--- config.mk ---
export PLATFORM = sky130hd
export DESIGN_NAME = clock_alarm_flat
export DESIGN_NICKNAME = d
export VERILOG_FILES = /design/src/rtl/clock_alarm_if.sv /design/src/rtl/clock_alarm.sv /design/src/flat_wrapper.sv
export SDC_FILE = /design/constraint.sdc
export NUM_CORES = 1
export LEC_CHECK = 0
export ABC_AREA = 1
export CORE_MARGIN = 8
export CORE_UTILIZATION = 55
export CTS_BUF_LIST = sky130_fd_sc_hd__clkbuf_2 sky130_fd_sc_hd__clkbuf_4 sky130_fd_sc_hd__clkbuf_8
export CTS_CLUSTER_DIAMETER = 60
export DETAILED_ROUTE_END_ITERATION = 10
export GPL_ROUTABILITY_DRIVEN = 0
export PLACE_DENSITY = 0.75
export SYNTH_ARGS = -nofsm -noshare
export SYNTH_HDL_FRONTEND = slang
export SYNTH_SLANG_ARGS = --single-unit
--- constraint.sdc ---
create_clock -name clk -period 3.7 [get_ports clk]
set_clock_uncertainty 0.1 [all_clocks]
set_input_delay 0.74 -clock clk [delete_from_list [all_inputs] [get_ports clk]]
set_output_delay 0.74 -clock clk [all_outputs]
set_load 0.02 [all_outputs]
--- src/rtl/clock_alarm_if.sv ---
// clock_alarm_if: button pulses (mode, sel, adj) toward the clock; BCD digits, PM, blink enables, alarm status and mode out
interface clock_alarm_if;
  logic       mode, sel, adj;
  logic [1:0] h10;
  logic [3:0] h1;
  logic [2:0] m10;
  logic [3:0] m1;
  logic [2:0] s10;
  logic [3:0] s1;
  logic       pm, hon, mon, son, alm_en, alarm;
  logic [1:0] mode_st;
  modport master (output mode, sel, adj,
                  input h10, h1, m10, m1, s10, s1, pm, hon, mon, son, alm_en, alarm, mode_st);
  modport slave  (input mode, sel, adj,
                  output h10, h1, m10, m1, s10, s1, pm, hon, mon, son, alm_en, alarm, mode_st);
endinterface

--- src/rtl/clock_alarm.sv ---
// clock_alarm: settable 12/24h clock with alarm; clk, async active-low rst_n, bus carries buttons in and display/status out
module clock_alarm #(
  parameter int CLK_HZ   = 50000000,
  parameter bit H24      = 1'b1,
  parameter int ALM_SECS = 60
) (
  input logic        clk,
  input logic        rst_n,
  clock_alarm_if.slave bus
);
  localparam int PW = $clog2(CLK_HZ);
  localparam logic [4:0] H0 = H24 ? 5'd0 : 5'd12;
  typedef enum logic [1:0] {NORM, TSET, ASET} mode_t;
  typedef enum logic [1:0] {HOUR, MIN, SEC} fld_t;
  mode_t mode_q, mode_d;
  fld_t fld_q, fld_d;
  logic [PW-1:0] presc_q, presc_d;
  logic [4:0] h_q, h_d, ah_q, ah_d;
  logic [5:0] m_q, m_d, s_q, s_d, am_q, am_d;
  logic pm_q, pm_d, apm_q, apm_d, alm_en_q, alm_en_d, alarm_q, alarm_d, adv_q, adv_d;
  logic [7:0] ring_q, ring_d;
  logic tick, blink, run, btn;
  function automatic logic [5:0] hr_inc(input logic [4:0] h, input logic p);
    return H24 ? {1'b0, (h == 5'd23 ? 5'd0 : h + 5'd1)}
               : {p ^ (h == 5'd11), (h == 5'd12 ? 5'd1 : h + 5'd1)};
  endfunction
  function automatic logic [5:0] mn_inc(input logic [5:0] v);
    return v == 6'd59 ? 6'd0 : v + 6'd1;
  endfunction
  function automatic logic [6:0] bcd(input logic [5:0] v);
    return {3'(v / 6'd10), 4'(v % 6'd10)};
  endfunction
  always_comb begin
    tick     = presc_q == PW'(CLK_HZ - 1);
    blink    = presc_q < PW'(CLK_HZ / 2);
    run      = tick && mode_q != TSET;
    btn      = bus.mode | bus.sel | bus.adj;
    presc_d  = tick ? '0 : presc_q + 1'b1;
    mode_d   = mode_q;
    fld_d    = fld_q;
    h_d      = h_q;
    m_d      = m_q;
    s_d      = s_q;
    pm_d     = pm_q;
    ah_d     = ah_q;
    am_d     = am_q;
    apm_d    = apm_q;
    alm_en_d = alm_en_q;
    alarm_d  = alarm_q;
    ring_d   = ring_q;
    adv_d    = run;
    if (run) begin
      s_d = mn_inc(s_q);
      if (s_q == 6'd59) m_d = mn_inc(m_q);
      if (s_q == 6'd59 && m_q == 6'd59) {pm_d, h_d} = hr_inc(h_q, pm_q);
    end
    if (alarm_q && tick) begin
      alarm_d = ring_q != 8'(ALM_SECS - 1);
      ring_d  = ring_q == 8'(ALM_SECS - 1) ? '0 : ring_q + 8'd1;
    end
    // adv_q marks a tick-driven update, so manual edits that land on the alarm never ring
    if (!alarm_q && alm_en_q && adv_q && h_q == ah_q && m_q == am_q && s_q == 6'd0 && pm_q == apm_q)
      alarm_d = 1'b1;
    // any button while ringing only silences the alarm
    if (alarm_q && btn) begin
      alarm_d = 1'b0;
      ring_d  = '0;
    end else if (bus.mode) begin
      mode_d = mode_q == NORM ? TSET : mode_q == TSET ? ASET : NORM;
      fld_d  = HOUR;
    end else if (bus.sel && mode_q != NORM) begin
      fld_d = fld_q == HOUR ? MIN : (fld_q == MIN && mode_q == TSET) ? SEC : HOUR;
    end else if (bus.adj) begin
      if (mode_q == NORM) alm_en_d = !alm_en_q;
      else if (mode_q == TSET) begin
        if (fld_q == HOUR) {pm_d, h_d} = hr_inc(h_q, pm_q);
        else if (fld_q == MIN) m_d = mn_inc(m_q);
        else begin
          s_d     = '0;
          presc_d = '0;
        end
      end else if (fld_q == HOUR) {apm_d, ah_d} = hr_inc(ah_q, apm_q);
      else am_d = mn_inc(am_q);
    end
    alarm_d = alarm_d && alm_en_d;
  end
  always_ff @(posedge clk or negedge rst_n)
    if (!rst_n) begin
      presc_q  <= '0;
      mode_q   <= NORM;
      fld_q    <= HOUR;
      h_q      <= H0;
      m_q      <= '0;
      s_q      <= '0;
      pm_q     <= 1'b0;
      ah_q     <= H0;
      am_q     <= '0;
      apm_q    <= 1'b0;
      alm_en_q <= 1'b0;
      alarm_q  <= 1'b0;
      ring_q   <= '0;
      adv_q    <= 1'b0;
    end else begin
      presc_q  <= presc_d;
      mode_q   <= mode_d;
      fld_q    <= fld_d;
      h_q      <= h_d;
      m_q      <= m_d;
      s_q      <= s_d;
      pm_q     <= pm_d;
      ah_q     <= ah_d;
      am_q     <= am_d;
      apm_q    <= apm_d;
      alm_en_q <= alm_en_d;
      alarm_q  <= alarm_d;
      ring_q   <= ring_d;
      adv_q    <= adv_d;
    end
  assign {bus.h10, bus.h1} = 6'(bcd({1'b0, (mode_q == ASET ? ah_q : h_q)}));
  assign {bus.m10, bus.m1} = bcd(mode_q == ASET ? am_q : m_q);
  assign {bus.s10, bus.s1} = bcd(mode_q == ASET ? 6'd0 : s_q);
  assign bus.pm      = !H24 && (mode_q == ASET ? apm_q : pm_q);
  assign bus.hon     = mode_q == NORM || fld_q != HOUR || blink;
  assign bus.mon     = mode_q == NORM || fld_q != MIN || blink;
  assign bus.son     = mode_q == NORM || (mode_q == TSET && (fld_q != SEC || blink));
  assign bus.alm_en  = alm_en_q;
  assign bus.alarm   = alarm_q;
  assign bus.mode_st = mode_q;
endmodule

--- src/flat_wrapper.sv ---
// flat-port wrapper written by rule: the top's interface ports become plain ports
module clock_alarm_flat 
#(
  parameter int CLK_HZ   = 50000000,
  parameter bit H24      = 1'b1,
  parameter int ALM_SECS = 60
)
  (clk, rst_n, bus_mode, bus_sel, bus_adj, bus_h10, bus_h1, bus_m10, bus_m1, bus_s10, bus_s1, bus_pm, bus_hon, bus_mon, bus_son, bus_alm_en, bus_alarm, bus_mode_st);
  clock_alarm_if bus_i ();
  input logic clk;
  input logic rst_n;
  input wire logic [$bits(bus_i.mode)-1:0] bus_mode;
  input wire logic [$bits(bus_i.sel)-1:0] bus_sel;
  input wire logic [$bits(bus_i.adj)-1:0] bus_adj;
  output wire logic [$bits(bus_i.h10)-1:0] bus_h10;
  output wire logic [$bits(bus_i.h1)-1:0] bus_h1;
  output wire logic [$bits(bus_i.m10)-1:0] bus_m10;
  output wire logic [$bits(bus_i.m1)-1:0] bus_m1;
  output wire logic [$bits(bus_i.s10)-1:0] bus_s10;
  output wire logic [$bits(bus_i.s1)-1:0] bus_s1;
  output wire logic [$bits(bus_i.pm)-1:0] bus_pm;
  output wire logic [$bits(bus_i.hon)-1:0] bus_hon;
  output wire logic [$bits(bus_i.mon)-1:0] bus_mon;
  output wire logic [$bits(bus_i.son)-1:0] bus_son;
  output wire logic [$bits(bus_i.alm_en)-1:0] bus_alm_en;
  output wire logic [$bits(bus_i.alarm)-1:0] bus_alarm;
  output wire logic [$bits(bus_i.mode_st)-1:0] bus_mode_st;
  assign bus_i.mode = bus_mode;
  assign bus_i.sel = bus_sel;
  assign bus_i.adj = bus_adj;
  assign bus_h10 = bus_i.h10;
  assign bus_h1 = bus_i.h1;
  assign bus_m10 = bus_i.m10;
  assign bus_m1 = bus_i.m1;
  assign bus_s10 = bus_i.s10;
  assign bus_s1 = bus_i.s1;
  assign bus_pm = bus_i.pm;
  assign bus_hon = bus_i.hon;
  assign bus_mon = bus_i.mon;
  assign bus_son = bus_i.son;
  assign bus_alm_en = bus_i.alm_en;
  assign bus_alarm = bus_i.alarm;
  assign bus_mode_st = bus_i.mode_st;
  clock_alarm #(.CLK_HZ(CLK_HZ), .H24(H24), .ALM_SECS(ALM_SECS)) u_core (.clk(clk), .rst_n(rst_n), .bus(bus_i));
endmodule
# Yosys cells after proc, flatten, opt, wreduce, memory -nomap -nowiden
# Index checks and enable logic that the tools add are counted.
[totals] ff_bits=70 input_bits=5 output_inout_bits=28 word_cells=156
[op_classes] addsub=7 div=6 order_cmp=1 n_eq_ne=16 muxes=71 n_bitwise=9 n_reduce_logical=33
[op_table] operator="26-bit 2-to-1 mux" count=9
[op_table] operator="6-bit 2-to-1 mux" count=24
[op_table] operator="5-bit 2-to-1 mux" count=12
[op_table] operator="26-bit by 1-bit adder with 26-bit output, second input constant" count=1
[op_table] operator="26-bit == test, second input constant" count=1
[op_table] operator="26-bit by 25-bit < comparator with 1-bit output, second input constant" count=1
[op_table] operator="8-bit 2-to-1 mux" count=3
[op_table] operator="6-bit by 1-bit adder with 6-bit output, second input constant" count=3
[op_table] operator="6-bit == test, second input constant" count=3
[op_table] operator="1-bit 2-to-1 mux" count=17
[op_table] operator="1-bit logical AND" count=14
[op_table] operator="7-bit AND reduction" count=2
[op_table] operator="6-bit by 4-bit divider with 6-bit output, second input constant" count=2
[op_table] operator="6-bit by 4-bit remainder unit with 6-bit output, second input constant" count=2
[op_table] operator="2-bit 2-to-1 mux" count=6
[op_table] operator="5-bit by 1-bit adder with 5-bit output, second input constant" count=2
[op_table] operator="5-bit == test, second input constant" count=2
[op_table] operator="8-bit by 1-bit adder with 8-bit output, second input constant" count=1
[op_table] operator="8-bit by 6-bit == test with 1-bit output, second input constant" count=1
[op_table] operator="8-bit by 6-bit != test with 1-bit output, second input constant" count=1
[op_table] operator="2-bit nonzero test" count=4
[op_table] operator="1-bit inverter" count=7
[op_table] operator="5-bit by 4-bit divider with 6-bit output, second input constant" count=1
[op_table] operator="6-bit == test" count=1
[op_table] operator="12 further kinds" count=23

# Logic depth before layout (Yosys ltp)
# Gate-level depths: netlist (run 1).
[depth] word_depth=12 depth_mapped=20

# Worst setup path before layout (run 1)
# No wires, ideal clock.
[synth_timing] path_kind="reg2out" startpoint="register u_core.mode_q[0] (netlist: u_core.bus.mode_st[0])" endpoint="output bus_h1[3]" arrival_time_ns=2.434 required_ns=2.860 path_slack_ns=0.426 path_stages_with_launch=18 cell_sequence="dfrtp_1 > inv_4 > nand2_8 > buf_6 > o21a_1 > inv_1 > ha_1 > inv_1 > nor2_1 > nand3_1 > nand2_2 > nand2_2 > nand2_2 > inv_1 > ha_1 > xnor2_1 > nand2_1 > nand2_1"
[synth_between] elab_chain_cells=3
[synth_rtl] element="start: declaration" line_no="clock_alarm.sv:15" text="mode_t mode_q, mode_d;"
[synth_rtl] element="start signal: assignment" line_no="clock_alarm.sv:105" text="mode_q <= mode_d;"
[synth_rtl] element="2-bit == test" line_no="clock_alarm.sv:119" text="assign {bus.h10, bus.h1} = 6'(bcd({1'b0, (mode_q == ASET ? ah_q : h_q)}));"
[synth_rtl] element="5-bit 2-to-1 mux" line_no="clock_alarm.sv:119"
[synth_rtl] element="5-bit by 4-bit remainder unit with 6-bit output" line_no="clock_alarm.sv:31" text="return {3'(v / 6'd10), 4'(v % 6'd10)};"
[synth_rtl] element="end: declaration" line_no="flat_wrapper.sv:16" text="output wire logic [$bits(bus_i.h1)-1:0] bus_h1;"
# No other way between the ends.

# Worst setup path in the final report (run 1)
[layout_timing] startpoint="register u_core.mode_q[0] (netlist: u_core.bus.mode_st[0])" endpoint="output bus_s10[0]"
[layout_between] elab_chain_cells=3
[layout_rtl] element="2-bit == test" line_no="clock_alarm.sv:121" text="assign {bus.s10, bus.s1} = bcd(mode_q == ASET ? 6'd0 : s_q);"
[layout_rtl] element="6-bit 2-to-1 mux" line_no="clock_alarm.sv:121"
[layout_rtl] element="6-bit by 4-bit divider with 6-bit output" line_no="clock_alarm.sv:31"
[layout_rtl] element="end: declaration" line_no="flat_wrapper.sv:19" text="output wire logic [$bits(bus_i.s10)-1:0] bus_s10;"
# No other way between the ends.

==> flow_summary.toml, run 1 <==
[status]
status = "finished clean"

[route]
drc_errors = 0
post_drt_wl_per_cell_um = 12.9
via_per_inst = 5.24
num_vias = 4395
drt_wl_total_um = 10800
drtPass1Iterations = 5
drt_iter0_drc = 220
ant_nets = 0

[logic_synthesis]
yosys.area.top_type = "dfrtp_1"
synth.net_count = 697
syn_area_mm2 = 0.00490
avgSynthCellArea_um2 = 7.24
synth_edf_count = 0
synth_warnings = 0
synthDominantCellAreaShare = 0.357
synth_flop_cell = "dfrtp_1"
synth_area_leaders = "dfrtp_1 (36%), nand2_1 (11%), inv_1 (7.3%), nor2_1 (6.8%), nand3_1 (5.5%)"
ys_seq_area_frac = 0.357
synth_seq_cells = 70
syn_inst = 677
ys_types = 46
synthArstFlopShare = 1.00

[floorplan]
start_util = 0.565
row_count = 34
die_x_um = 110
pin_count = 33
coreArea_mm2 = 0.00868
die_area_mm2 = 0.0122
die-height_um = 110

[sta]
slew_headroom = 0.406
hold_viol_final = 0
hold_ws_ns = 0.363
drv_slew = 0
fin_setup_tns_ns = 0
worst_pin_slew_ns = 0.891
finalSetupViolations = 0
period_share = 0.949
fmax_mhz = 285
rsz0062_at_grt = "false"
finalCriticalPeriod_ns = 3.51

[pwr]
p_sw_frac = 0.419
leakagePower_uw = 0.00281
clkPwrFrac = 0.208
intPower_uw = 1740
powerDensity_mw_per_mm2 = 537
seqPwrFrac = 0.372
finalPower_uw = 2990
comb_power_share = 0.419
peakVddDrop_mv = 0.315
netSwitchingPower_uw = 1250

[layout]
n_fill_cell = 768
drive_above_1_share = 0.145
final_util = 0.642
fin_nets = 747
syn_to_final_growth_pct = 13.7
diodes = 0
regArea_mm2 = 0.00175
multi_input_area_mm2 = 0.00269

[grt]
antenna_found_initial = 0
first_global_vias = 4205
track_usage = 0.176
grt_start_max_net_pins = 71
grt_first_pass_wirelength_um = 18800
grt_overflow_total = 0

[cts]
tritoncts = "yes"
h-tree-depth = 3
clock_latency_ns = 0.35
cts-root-buf = "clkbuf_8"
clk_pin_slew_worst_paths_ns = 0.07
cts.path.max_buffers = 2
numCtsBuffers = 9
cts_sinks = 70

[placement]
dp_hpwl_um = 8160
port_buffers = 31

[worst_setup_path]
crit_type = "reg2out"
worstPathMaxFanout = 12
critPathLaunchType = "flip-flop"
cp.required_ns = 2.86
critPathArrivalTime_ns = 2.67
critPathCaptureType = "output pin"

[min_path]
hold_class = "reg2reg"

[run]
max_cap_viol_count = 0
## state kept, by name, indices dropped and copies added (netlist names)
register	count
u_core.s_q	6
u_core.adv_q	1
u_core.fld_q	2
u_core.presc_q	26
u_core.am_q	6
u_core.bus.mode_st	2
u_core.bus.alarm	1
u_core.ah_q	5
u_core.pm_q	1
u_core.bus.alm_en	1
u_core.ring_q	8
u_core.m_q	6
u_core.h_q	5
## final cells by class
cell class | instances | share of cell area
clock buffers | 11 | 0.0260
clock inverters | 4 | 0.00853
inverters | 107 | 0.0730
multi-input cells | 493 | 0.482
flip-flops and latches | 70 | 0.315
well taps | 108 | 0.0242
repair buffers | 46 | 0.0716
## cells by family after synthesis
family / Yosys count / share of synthesized area
and+or+nand+nor: 367 / 0.354
AOI/OAI and AO/OA: 83 / 0.105
adders and majority gates: 15 / 0.0383
buffers and inverters: 114 / 0.0967
DFF: 70 / 0.357
xor gates and xnor gates: 27 / 0.0482
other: 1 / 0.000765
## worst paths after layout
path,start,end,slack [ns],cells after the start
min,u_core.presc_q[0]$_DFF_PN0_,u_core.presc_q[0]$_DFF_PN0_,0.36,1
min in group asynchronous,rst_n,u_core.h_q[0]$_DFF_PN0_,0.49,2
max in group asynchronous,rst_n,u_core.bus.mode_st[1]$_DFFE_PN0P_,2.37,2
min reg2reg,u_core.presc_q[0]$_DFF_PN0_,u_core.presc_q[0]$_DFF_PN0_,0.36,1
max,u_core.bus.mode_st[0]$_DFFE_PN0P_,bus_s10[0],0.19,13
max reg2reg,u_core.presc_q[0]$_DFF_PN0_,u_core.h_q[4]$_DFF_PN0_,1.31,12
## cell usage in the layout, fill, tap and decap left out, types with 19 or more instances in the layout
cell type        count
nand2_1            140
inv_1               96
nor2_1              89
dfrtp_1             69
nand3_1             54
o21ai_0             31
nand2_2             28
a21oi_1             24
xor2_1              23
clkdlybuf4s50_1     19
## metrics by stage
step / cells / setup WS, ns / instance area, µm²
floorplan: 677 / 0.426 / 4900
finish: 839 / 0.190 / 5570
detailed placement: 814 / 0.0429 / 5310
global placement: 814 / 0.162 / 5310
CTS: 829 / 0.0108 / 5500
global route: 839 / 0.0149 / 5570
## timing repair
action / in CTS / in global routing
resized for setup: 11 / 15
buffers inserted: 0 / 10
pin swaps: 0 / 1
hold buffers: 0 / 0
endpoints found under the setup margin: 11 / 9
## layer usage
metal	wire, µm	vias to the layer above	share of wire	global-route usage
met5	0	-	0	0
met4	99	0	0.0091	0.0450
met3	499	10	0.046	0.0373
met2	5230	90	0.48	0.306
met1	5010	2037	0.46	0.216
li1	-	2258	-	-
## power by group through the flow
stage	Sequential [µW]	Combinational (µW)	Clock, µW
after CTS	1110	1240	636
after global placement	1120	1240	0
after global routing	1140	1420	668
final	1110	1250	623
after floorplan	1080	907	0
after detailed placement	1130	1290	0
## worst max-delay path, stage by stage, from the launching register on
cell	delay [ns]
dfrtp_1	0.40
clkinv_4	0.09
nand2_8	0.11
nand2_1	0.07
ha_1	0.30
nand2_1	0.07
o21a_1	0.15
nand2_2	0.08
nand3_1	0.11
nand2_2	0.09
inv_2	0.06
nand2_2	0.06
nand2_2	0.09
clkdlybuf4s50_1	0.63
## cell usage after synthesis, drive strengths merged (2+ instances only)
| library cell | number |
|---|---|
| nand3 | 59 |
| o21bai | 2 |
| xnor2 | 4 |
| ha | 15 |
| nand2 | 173 |
| o22ai | 4 |
| o21a | 4 |
| nor4 | 6 |
| dfrtp | 70 |
| a21oi | 24 |
| buf | 7 |
| o21ai | 41 |
| nor3 | 19 |
| xor2 | 23 |
| nand3b | 2 |
| inv | 107 |
| nor2 | 95 |
| nand4 | 11 |
Note: power is estimated with default switching activity, not from simulation.
==> run 2, diff against run 1 <==
CTS_BUF_LIST = not set   (was sky130_fd_sc_hd__clkbuf_2 sky130_fd_sc_hd__clkbuf_4 sky130_fd_sc_hd__clkbuf_8)
clock period = 3.5 ns   (was 3.7 ns; I/O delays follow)
==> run 2 against run 1 <==
  * Hold slack worse by 0.0038 ns
  * Critical path depth rose by 5
  * Worst setup slack got worse by 0.065 ns
  * Count of clock-buffer cells in the layout stayed put
  * Sequential power grew 5%
  * Register-to-register slack worse by 0.19 ns
  * Critical path type unchanged
==> flow_summary.toml, run 2 (synthesized netlist as in run 1, its figures left out) <==
[floorplan]
pin_count = 33
start_util = 0.565
row_count = 34
die_x_um = 110
coreArea_mm2 = 0.00868
die_area_mm2 = 0.0122
die-height_um = 110

[cts]
numCtsBuffers = 9
clk_pin_slew_worst_paths_ns = 0.07
h-tree-depth = 3
cts.path.max_buffers = 2
clock_latency_ns = 0.35
cts_sinks = 70
cts-root-buf = "clkbuf_8"
tritoncts = "yes"
holdBufCountCts = 0

[layout]
drive_above_1_share = 0.154
regMostFlops = "u_core.presc_q"
fin_nets = 749
layout_common_cells = "nand2_1 (140), inv_1 (95), nor2_1 (89), dfrtp_1 (69), nand3_1 (54)"
syn_to_final_growth_pct = 14.8
final_common_cell = "nand2_1"
n_fill_cell = 753
largest_reg_flops = 26
diodes = 0
top_regs = "u_core.presc_q: 26 flops, u_core.ring_q: 8 flops"

[grt]
use_met2 = 0.310
track_usage = 0.181
gr-max-usage-layer = "met2"
use_met1 = 0.218
use_met3 = 0.0482
grt_overflow_total = 0
grt_first_pass_wirelength_um = 19000
antenna_found_initial = 0
grt_start_max_net_pins = 45
first_global_vias = 4321

[worst_setup_path]
crit_start = "u_core.bus.mode_st[1]$_DFFE_PN0P_"
critPathLaunchType = "flip-flop"
critPathCaptureType = "output pin"
crit_type = "reg2out"
crit_cells = 18
critPathMostFrequentCell = "nand2_1"
r2r-start = "u_core.presc_q[0]$_DFF_PN0_"
timing.critical_path.to = "bus_m1[3]"
critPathArrivalTime_ns = 2.58
crit_path_max_incr_delay_ns = 0.46
worst-path-buf-inv = 4
r2r-end = "u_core.h_q[2]$_DFF_PN0_"
reg2reg_depth = 12
worstPathMaxFanout = 5
crit_family = "simple AND/OR/NAND/NOR gates"
worst-r2r-setup-slack_ns = 1.12
slowest_stage = "dfrtp_2"
cp_cell_sequence = "buf_4, nand3_2, nand2_4, ha_1, inv_1, nand3_1, nand2_2, nand2_2, nand2_2, nand2_1, nand2_1, inv_1, ha_1, nand3_1, nand2_1, nand2_1, nand2_1, buf_4"
cp.required_ns = 2.70

[sta]
finalCriticalPeriod_ns = 3.38
worst_pin_slew_ns = 1.01
fmax_mhz = 296
hold_ws_ns = 0.359
fin_ws_ns = 0.124
slew_headroom = 0.330
hold_viol_final = 0
finalSetupViolations = 0
rsz0062_at_grt = "true"
drv_slew = 0
period_share = 0.964
fin_setup_tns_ns = 0

[pwr]
powerDensity_mw_per_mm2 = 583
peakVddDrop_mv = 0.248
leakagePower_uw = 0.00283

[route]
drtPass1Iterations = 4
drt_wl_total_um = 10900
ant_nets = 0
drt_iter0_drc = 288
via_per_inst = 5.24
post_drt_wl_per_cell_um = 12.9
num_vias = 4409
drc_errors = 0

[run]
max_cap_viol_count = 0

[placement]
port_buffers = 31
dp_hpwl_um = 8450
pre_cts_ws_ns = -0.0703

[min_path]
hold_depth = 1
hold_class = "reg2reg"

[status]
status = "finished clean"
run 2: worst register-to-register path, cell delays in order, from the launching register on:
cell and delay [ns]:
dfrtp_1 0.37, ha_1 0.19, nand3_1 0.13, nor2_1 0.22
nand2_1 0.17, nor3_2 0.18, nand2_1 0.14, nor2_2 0.22
nand3_1 0.12, nand2_2 0.20, nand3_1 0.12, nand2_1 0.08
inv_1 0.04
run 2: area by class of cell:
class / count / area [µm²] / area share
Clock buffer: 11 / 141 / 0.0251
Sequential cell: 70 / 1750 / 0.311
Clock inverter: 5 / 81.3 / 0.0144
Multi-Input combinational cell: 493 / 2710 / 0.481
Timing Repair Buffer: 48 / 407 / 0.0722
Tap cell: 108 / 135 / 0.0240
Inverter: 107 / 404 / 0.0718
run 2: how the worst min path moves through the flow:
stage,endpoint,slack (ns),from
floorplan,u_core.adv_q$_DFF_PN0_,0.30,rst_n
global placement,u_core.presc_q[0]$_DFF_PN0_,0.34,u_core.presc_q[0]$_DFF_PN0_
detailed placement,u_core.presc_q[0]$_DFF_PN0_,0.36,u_core.presc_q[0]$_DFF_PN0_
CTS,u_core.presc_q[0]$_DFF_PN0_,0.37,u_core.presc_q[0]$_DFF_PN0_
global route,u_core.presc_q[0]$_DFF_PN0_,0.40,u_core.presc_q[0]$_DFF_PN0_
finish,u_core.presc_q[0]$_DFF_PN0_,0.36,u_core.presc_q[0]$_DFF_PN0_
run 2: layer usage:
layer	vias up	share of wire
li1	2266	-
met1	2024	0.46
met2	98	0.47
met3	21	0.047
met4	0	0.018
met5	-	0
run 2: through the flow:
stage,utilization,total power (µW),instances,area (µm²)
5_1_grt,0.649,3540,842,5630
3_5_place_dp,0.617,2570,820,5360
2_1_floorplan,-,2110,677,4900
6_report,0.649,3280,842,5630
3_3_place_gp,0.617,2500,820,5360
4_1_cts,0.643,3270,836,5580
run 2: repair_timing:
action                     4_1_cts  5_1_grt
setup buffers                    0        6
gates resized for setup         25       18
pin swaps                        0        4
cloned                           0        0
setup endpoints to repair       12        9
run 2: power breakdown:
part / switching, µW / internal [µW] / total (µW)
clock network: 312 / 422 / 734
logic: 835 / 539 / 1370
registers: 197 / 977 / 1170
total: 1340 / 1940 / 3280
==> run 3, diff against run 2 <==
ABC_CLOCK_PERIOD_IN_PS = 3500   (was not set)
==> results of run 3 <==
No change in the layout: final DEF, timing and power equal those of run 2.
